File: src/rtl/cache_req_sequencer_pkg.sv
// Shared types for the cache request sequencer.
//   cmd_e        trace command codes understood by the cache
//   req_t        one buffered request {n, address}
//   seq_state_e  issue FSM states
//   is_legal_cmd returns 1 for codes the cache accepts
package cache_pkg;

  localparam int REQ_ADDR_W = 32;

  typedef enum logic [3:0] {
    CMD_RD_DATA = 4'd0,
    CMD_WR_DATA = 4'd1,
    CMD_RD_INST = 4'd2,
    CMD_INVAL   = 4'd3,
    CMD_SNOOP   = 4'd4,
    CMD_CLEAR   = 4'd8,
    CMD_PRINT   = 4'd9
  } cmd_e;

  typedef struct packed {
    cmd_e                  n;
    logic [REQ_ADDR_W-1:0] address;
  } req_t;

  typedef enum logic [1:0] {ST_IDLE, ST_ISSUE, ST_WAIT} seq_state_e;

  function automatic logic is_legal_cmd(logic [3:0] c);
    case (c)
      4'd0, 4'd1, 4'd2, 4'd3, 4'd4, 4'd8, 4'd9: return 1'b1;
      default:                                  return 1'b0;
    endcase
  endfunction

endpackage

File: src/rtl/cache_req_sequencer_if.sv
// Bus bundle of the sequencer: push port from the trace source and the
// strobe port toward the cache.
//   in_valid/in_ready/in_n/in_address  push handshake (source -> sequencer)
//   valid/n/address                    request strobe (sequencer -> cache)
// slave = sequencer view, master = trace source / bench view.
interface cache_req_sequencer_if #(parameter int ADDR_W = 32);
  logic              in_valid;
  logic              in_ready;
  logic [3:0]        in_n;
  logic [ADDR_W-1:0] in_address;
  logic              valid;
  logic [3:0]        n;
  logic [ADDR_W-1:0] address;

  modport slave  (input  in_valid, in_n, in_address,
                  output in_ready, valid, n, address);
  modport master (output in_valid, in_n, in_address,
                  input  in_ready, valid, n, address);
endinterface

File: src/rtl/cache_req_sequencer_fifo.sv
// cache_req_fifo: DEPTH-entry request FIFO.
//   clk, rstb   clock / async active-low reset
//   push_i      write wdata_i (caller guarantees not full, no flush)
//   pop_i       advance head (ignored when empty)
//   flush_i     clear contents at next edge, overrides push/pop
//   rdata_o     head entry
//   full_o, empty_o, level_o  occupancy status
module cache_req_fifo
  import cache_pkg::*;
#(
  parameter int DEPTH = 8
) (
  input  logic                   clk,
  input  logic                   rstb,
  input  logic                   push_i,
  input  logic                   pop_i,
  input  logic                   flush_i,
  input  req_t                   wdata_i,
  output req_t                   rdata_o,
  output logic                   full_o,
  output logic                   empty_o,
  output logic [$clog2(DEPTH):0] level_o
);
  localparam int AW = $clog2(DEPTH);

  req_t        mem_q [DEPTH];
  logic [AW:0] wr_ptr_q, rd_ptr_q;

  // Extra pointer MSB distinguishes full from empty; the difference is the level.
  assign level_o = wr_ptr_q - rd_ptr_q;
  assign full_o  = (level_o == (AW+1)'(DEPTH));
  assign empty_o = (level_o == '0);
  assign rdata_o = mem_q[rd_ptr_q[AW-1:0]];

  always_ff @(posedge clk or negedge rstb) begin
    if (!rstb) begin
      wr_ptr_q <= '0;
      rd_ptr_q <= '0;
    end else if (flush_i) begin
      wr_ptr_q <= '0;
      rd_ptr_q <= '0;
    end else begin
      if (push_i && !full_o)  wr_ptr_q <= wr_ptr_q + (AW+1)'(1);
      if (pop_i  && !empty_o) rd_ptr_q <= rd_ptr_q + (AW+1)'(1);
    end
  end

  always_ff @(posedge clk) begin
    if (push_i && !full_o && !flush_i) mem_q[wr_ptr_q[AW-1:0]] <= wdata_i;
  end

endmodule

File: src/rtl/cache_req_sequencer.sv
// cache_req_sequencer: buffers trace requests and replays them to the cache
// as one-cycle valid strobes spaced GAP+1 cycles apart.
//   clk, rstb     clock / async active-low reset
//   flush         synchronous FIFO clear (blocks pushes while high)
//   bus           push port + cache strobe port (cache_req_sequencer_if.slave)
//   busy          FSM not idle or FIFO holding entries
//   level         FIFO occupancy
//   issued_cnt    strobes sent, drop_cnt illegal codes discarded
//   rd/wr/if_cnt  per-command issue counts, only when SEQ_CMD_STATS_EN is
//                 defined; otherwise constant 0
// All counters saturate at all-ones.
module cache_req_sequencer
  import cache_pkg::*;
#(
  parameter int DEPTH  = 8,
  parameter int GAP    = 100,
  parameter int ADDR_W = 32,
  parameter int CNT_W  = 16
) (
  input  logic                   clk,
  input  logic                   rstb,
  input  logic                   flush,
  cache_req_sequencer_if.slave   bus,
  output logic                   busy,
  output logic [$clog2(DEPTH):0] level,
  output logic [CNT_W-1:0]       issued_cnt,
  output logic [CNT_W-1:0]       drop_cnt,
  output logic [CNT_W-1:0]       rd_cnt,
  output logic [CNT_W-1:0]       wr_cnt,
  output logic [CNT_W-1:0]       if_cnt
);
  localparam int GW = $clog2(GAP + 1);

  seq_state_e        state_q, state_d;
  logic [GW-1:0]     gap_q, gap_d;
  logic              valid_q;
  logic [3:0]        n_q;
  logic [ADDR_W-1:0] addr_q;
  logic [CNT_W-1:0]  issued_q, drop_q;
  logic              full, empty, push_fire, legal, issue;
  req_t              head, wreq;

  // rstb gates ready so the source sees no room while reset is held.
  assign bus.in_ready = rstb & ~full & ~flush;
  assign push_fire    = bus.in_valid & bus.in_ready;
  assign legal        = is_legal_cmd(bus.in_n);
  assign wreq.n       = cmd_e'(bus.in_n);
  assign wreq.address = REQ_ADDR_W'(bus.in_address);

  cache_req_fifo #(.DEPTH(DEPTH)) u_fifo (
    .clk     (clk),
    .rstb    (rstb),
    .push_i  (push_fire & legal),
    .pop_i   (issue),
    .flush_i (flush),
    .wdata_i (wreq),
    .rdata_o (head),
    .full_o  (full),
    .empty_o (empty),
    .level_o (level)
  );

  always_comb begin
    state_d = state_q;
    gap_d   = gap_q;
    issue   = 1'b0;
    case (state_q)
      ST_IDLE: if (!empty) state_d = ST_ISSUE;
      ST_ISSUE: begin
        // A flush landing on the ISSUE edge can leave nothing to send.
        issue = !empty;
        if (!empty) begin
          gap_d   = GW'(GAP);
          state_d = ST_WAIT;
        end else begin
          state_d = ST_IDLE;
        end
      end
      ST_WAIT: begin
        gap_d = gap_q - GW'(1);
        if (gap_q == GW'(1)) state_d = empty ? ST_IDLE : ST_ISSUE;
      end
      default: state_d = ST_IDLE;
    endcase
  end

  always_ff @(posedge clk or negedge rstb) begin
    if (!rstb) begin
      state_q  <= ST_IDLE;
      gap_q    <= '0;
      valid_q  <= 1'b0;
      n_q      <= '0;
      addr_q   <= '0;
      issued_q <= '0;
      drop_q   <= '0;
    end else begin
      state_q <= state_d;
      gap_q   <= gap_d;
      valid_q <= issue;
      if (issue) begin
        n_q    <= head.n;
        addr_q <= ADDR_W'(head.address);
      end
      if (issue && issued_q != '1) issued_q <= issued_q + CNT_W'(1);
      if (push_fire && !legal && drop_q != '1) drop_q <= drop_q + CNT_W'(1);
    end
  end

  assign bus.valid   = valid_q;
  assign bus.n       = n_q;
  assign bus.address = addr_q;
  assign busy        = (state_q != ST_IDLE) | ~empty;
  assign issued_cnt  = issued_q;
  assign drop_cnt    = drop_q;

`ifdef SEQ_CMD_STATS_EN
  logic [CNT_W-1:0] rd_q, wr_q, if_q;

  always_ff @(posedge clk or negedge rstb) begin
    if (!rstb) begin
      rd_q <= '0;
      wr_q <= '0;
      if_q <= '0;
    end else if (issue) begin
      case (head.n)
        CMD_RD_DATA: if (rd_q != '1) rd_q <= rd_q + CNT_W'(1);
        CMD_WR_DATA: if (wr_q != '1) wr_q <= wr_q + CNT_W'(1);
        CMD_RD_INST: if (if_q != '1) if_q <= if_q + CNT_W'(1);
        default: ;
      endcase
    end
  end

  assign rd_cnt = rd_q;
  assign wr_cnt = wr_q;
  assign if_cnt = if_q;
`else
  assign rd_cnt = '0;
  assign wr_cnt = '0;
  assign if_cnt = '0;
`endif

endmodule
File: src/flat_wrapper.sv
// flat-port wrapper written by rule: the top's interface ports become plain ports
module cache_req_sequencer_flat import cache_pkg::*;
#(
  parameter int DEPTH  = 8,
  parameter int GAP    = 100,
  parameter int ADDR_W = 32,
  parameter int CNT_W  = 16
)
  (clk, rstb, flush, busy, level, issued_cnt, drop_cnt, rd_cnt, wr_cnt, if_cnt, bus_in_valid, bus_in_n, bus_in_address, bus_in_ready, bus_valid, bus_n, bus_address);
  cache_req_sequencer_if #(.ADDR_W(ADDR_W)) bus_i ();
  input  logic clk;
  input  logic rstb;
  input  logic flush;
  output logic busy;
  output logic [$clog2(DEPTH):0] level;
  output logic [CNT_W-1:0] issued_cnt;
  output logic [CNT_W-1:0] drop_cnt;
  output logic [CNT_W-1:0] rd_cnt;
  output logic [CNT_W-1:0] wr_cnt;
  output logic [CNT_W-1:0] if_cnt;
  input wire logic [$bits(bus_i.in_valid)-1:0] bus_in_valid;
  input wire logic [$bits(bus_i.in_n)-1:0] bus_in_n;
  input wire logic [$bits(bus_i.in_address)-1:0] bus_in_address;
  output wire logic [$bits(bus_i.in_ready)-1:0] bus_in_ready;
  output wire logic [$bits(bus_i.valid)-1:0] bus_valid;
  output wire logic [$bits(bus_i.n)-1:0] bus_n;
  output wire logic [$bits(bus_i.address)-1:0] bus_address;
  assign bus_i.in_valid = bus_in_valid;
  assign bus_i.in_n = bus_in_n;
  assign bus_i.in_address = bus_in_address;
  assign bus_in_ready = bus_i.in_ready;
  assign bus_valid = bus_i.valid;
  assign bus_n = bus_i.n;
  assign bus_address = bus_i.address;
  cache_req_sequencer #(.DEPTH(DEPTH), .GAP(GAP), .ADDR_W(ADDR_W), .CNT_W(CNT_W)) u_core (.clk(clk), .rstb(rstb), .flush(flush), .bus(bus_i), .busy(busy), .level(level), .issued_cnt(issued_cnt), .drop_cnt(drop_cnt), .rd_cnt(rd_cnt), .wr_cnt(wr_cnt), .if_cnt(if_cnt));
endmodule
File: config.mk
export PLATFORM = sky130hd
export DESIGN_NAME = cache_req_sequencer_flat
export DESIGN_NICKNAME = d
export VERILOG_FILES = /design/src/rtl/cache_req_sequencer_pkg.sv /design/src/rtl/cache_req_sequencer_if.sv /design/src/rtl/cache_req_sequencer_fifo.sv /design/src/rtl/cache_req_sequencer.sv /design/src/flat_wrapper.sv
export SDC_FILE = /design/constraint.sdc
export NUM_CORES = 1
export LEC_CHECK = 0
export ABC_CLOCK_PERIOD_IN_PS = 7900
export CAP_MARGIN = 30
export CORE_ASPECT_RATIO = 1.4
export CORE_MARGIN = 3
export CORE_UTILIZATION = 59
export CTS_BUF_LIST = sky130_fd_sc_hd__clkbuf_2 sky130_fd_sc_hd__clkbuf_4 sky130_fd_sc_hd__clkbuf_8
export CTS_CLUSTER_SIZE = 20
export DETAILED_ROUTE_END_ITERATION = 6
export PLACE_DENSITY = 0.83
export SYNTH_ARGS = -nofsm -noshare
export SYNTH_HDL_FRONTEND = slang
export SYNTH_HIERARCHICAL = 1
export SYNTH_SLANG_ARGS = --single-unit
export TNS_END_PERCENT = 10
File: constraint.sdc
create_clock -name clk -period 7.9 [get_ports clk]
set_input_delay 2.37 -clock clk [delete_from_list [all_inputs] [get_ports clk]]
set_output_delay 2.37 -clock clk [all_outputs]
set_load 0.1 [all_outputs]
==> summary.md <==
| Metric | Value |
|---|---|
| Outcome | complete, no violations |
| Area Growth Syn to Fin | 15.9% |
| Fin crit share | 0.762 |
| Cell Area, Synth | 15300 um^2 |
| Fillers | 1613 |
| Clock Path Buffers | 3 |
| Skew-Pair Late Insertion Delay | 0.60 ns |
| Resize count post-CTS | 0 |
| Worst path required time | 5.53 ns |
| Avg Inst Size Synth | 15.8 um^2 |
| IO buf count | 114 |
| DIE WIDTH | 142 um |
| Hold Vio Cnt, Final | 0 |
| Antenna cell count | 0 |
| RR Startpoint | u_core/u_fifo/rd_ptr_q[2] |
| Post-route DRC | 0 |
| Postcts setup bufs | 0 |
| Setup TNS | 0 ns |
| Hold Crit Class | reg -> reg |
| Vias in the first global route | 8764 |
| Post-route ant nets | 0 |
| Clock root buffer | clkbuf_8 |
| #FFs+latches synth | 374 |
| # H-tree levels | 2 |
| Die footprint | 27900 um^2 |
| Worst Setup SP | flush |
| EDFF count, synth | 288 |
| GRT met2 Usage | 0.388 |
| Site Rows | 69 |
| Max_slew headroom | 0.301 |
| Multi-input combinational cell area | 4170 um^2 |
| I/O pin cnt | 163 |
| GR peak layer | met2 |
| Post-synth ARST share | 0.230 |
| Max Slew Vio Count | 0 |
| Hold_ws | 0.473 ns |
| CP max FO | 13 |
| Post-Route WL | 30000 um |
| Core area | 25500 um^2 |
| Initial Utilization | 0.601 |
| CP arrival | 3.65 ns |
| Detailed-route via count | 8500 |
| RSZ-0062 raised after global routing | false |
| CTS tree | built |
| GPL Wtd Cong | 0.865 |
| Die height | 197 um |
| Post-synthesis sequential area ratio | 0.705 |
| Total clock buffers created by CTS | 50 |
| Min-delay src | u_core/bus.address[12] |
| Worst vdd ir | 0.156 mV |
| Iter 0 DRT Violations | 621 |
| Cts-stage hold buffer count | 0 |
| WL/cell | 20.4 um |
| Yosys warns | 6 |
| Critical setup path kind | in -> out |
| Hpwl dp | 17700 um |
| Antenna violations before repair | 0 |
| P_leak | 6.42 nW |
| Prevailing post-synth register cell | edfxtp_1 |
| Reg area | 10800 um^2 |
| Setup Skew | 0.0336 ns |
| Gate count of the mapped netlist | 968 |
| Worst-Margin Slew | 1.05 ns |
| Final setup violation count | 0 |
| Clock-pin slew on the worst setup and hold paths | 0.06 ns |
| Startpoint types | input port |
| Largest net degree at the start of global routing | 61 |
| Minimum clock period after layout | 6.02 ns |
| Power per cell area | 268 nW/um^2 |
| Remaining global-route overflow | 0 |
| Final nets | 1162 |
| Clock sink total | 374 |
| Vias/cell | 5.78 |
| 1st-pass router iterations | 7 |
| First-pass GRT wire length | 47300 um |
| Placement Cell Area | 16700 um^2 |
| Post-route cell area | 17700 um^2 |
| GR Util met3 | 0.0405 |
| Fmax | 166 MHz |
| Layout cells sized above 1 | 0.182 |
| # Max-Cap Violations | 0 |
| Crit path capture type | primary output |
| Global Route met1 Usage | 0.276 |
| Distinct cell type count after synthesis | 60 |
| GRT Util Overall | 0.220 |
power breakdown:
| group | switching [mW] | total [mW] | internal [mW] |
|---|---|---|---|
| Clock | 0.681 | 1.46 | 0.780 |
| Combinational | 0.796 | 0.996 | 0.200 |
| Sequential | 0.0801 | 2.29 | 2.21 |
| Total | 1.56 | 4.75 | 3.19 |
final timing paths:
| path | end | slack, ns | cells past startpoint |
|---|---|---|---|
| hold reg to reg | u_core/bus.address[12] | 0.47 | 2 |
| setup reg to reg | u_core/bus.address[18] | 3.36 | 12 |
| max in group asynchronous | u_core/bus.address[23] | 5.06 | 2 |
| setup / recovery | bus_in_ready | 1.88 | 3 |
| hold / removal | u_core/bus.address[12] | 0.47 | 2 |
| min in group asynchronous | u_core/issued_cnt[10] | 1.78 | 1 |
area by class of cell:
cell class / count / share of cell area
flip-flops and latches: 374 / 0.609
well taps: 319 / 0.0225
clock buffers: 74 / 0.0517
repair buffers: 130 / 0.0728
inverters: 13 / 0.00275
multi-input cells: 543 / 0.235
clock inverters: 17 / 0.00635
logic make-up (layout without fill, tap and decap cells):
logic type	count (synthesis)	in the layout	share of synthesized area
AND/OR/NAND/NOR	335	335	0.0992
XOR/XNOR	29	29	0.0171
buffers and inverters	98	234	0.0377
multiplexers	81	81	0.112
adder cells (fa/ha/maj)	10	10	0.00866
other	1	48	0.000245
AO/OA/AOI/OAI	40	40	0.0195
flip-flops	374	374	0.705
state kept, by name (all words and copies together) (netlist names):
| name | flops |
|---|---|
| u_core/u_fifo/wr_ptr_q | 4 |
| u_core/issued_cnt | 16 |
| u_core/drop_cnt | 16 |
| u_core/state_q | 2 |
| u_core/bus.n | 4 |
| u_core/u_fifo/rd_ptr_q | 4 |
| u_core/bus.address | 32 |
| u_core/bus.valid | 1 |
| u_core/u_fifo/mem_q | 288 |
| u_core/gap_q | 7 |
per-layer routing:
layer / wire length [um] / vias up
li1: - / 3801
met1: 11100 / 4261
met2: 16000 / 381
met3: 2150 / 57
met4: 782 / 0
met5: 0 / -
worst max-delay path, stage by stage:
cell	delay (ns)
clkdlybuf4s50_1	0.62
nor3b_1	0.32
buf_4	0.34
stage by stage:
| stage | util | setup slack (ns) | instances | total power [mW] |
|---|---|---|---|---|
| finish | 0.697 | 1.88 | 1470 | 4.75 |
| global route | 0.697 | 1.77 | 1470 | 4.92 |
| CTS | 0.697 | 1.90 | 1470 | 4.79 |
| detailed placement | 0.656 | 1.90 | 1379 | 3.33 |
| global placement | 0.654 | 1.94 | 1377 | 3.32 |
| floorplan | - | -0.0500 | 1015 | 3.10 |
synthesized netlist by cell type, types with 2 or more instances:
cell	number	area share
xnor2_1	13	0.0074
nand4_1	11	0.0045
nand3b_1	2	0.00098
a21o_1	2	0.00098
buf_6	2	0.0015
o21ai_1	2	0.00065
nor3_1	11	0.0036
nor4_1	9	0.0037
nand2b_1	5	0.0020
a21oi_1	9	0.0029
o21ai_0	3	0.00098
mux2i_1	5	0.0033
or2_2	3	0.0012
a311oi_1	2	0.0011
inv_1	12	0.0029
nand3_1	16	0.0052
a211oi_1	7	0.0034
xor2_1	15	0.0086
buf_4	48	0.024
or4_4	2	0.0015
mux2_2	4	0.0029
or3_1	3	0.0012
and2_1	2	0.00082
a31oi_1	5	0.0020
nor4b_2	2	0.0020
nor2_1	11	0.0027
and3_1	8	0.0033
edfxtp_1	288	0.56
dfrtp_1	86	0.14
mux4_2	72	0.11
ha_1	9	0.0074
buf_1	2	0.00049
clkbuf_1	22	0.0054
and4_1	3	0.0017
nand2_1	237	0.058
buf_2	11	0.0036
placed cells by master, fill, tap and decap left out, types with 15 or more instances in the layout:
cell type,n
buf_4,18
clkbuf_4,16
clkbuf_8,58
clkdlybuf4s50_1,110
conb_1,48
dfrtp_1,83
edfxtp_1,288
mux4_2,72
nand2_1,237
nand3_1,16
xor2_1,15
Note: power is estimated with default switching activity, not from simulation.
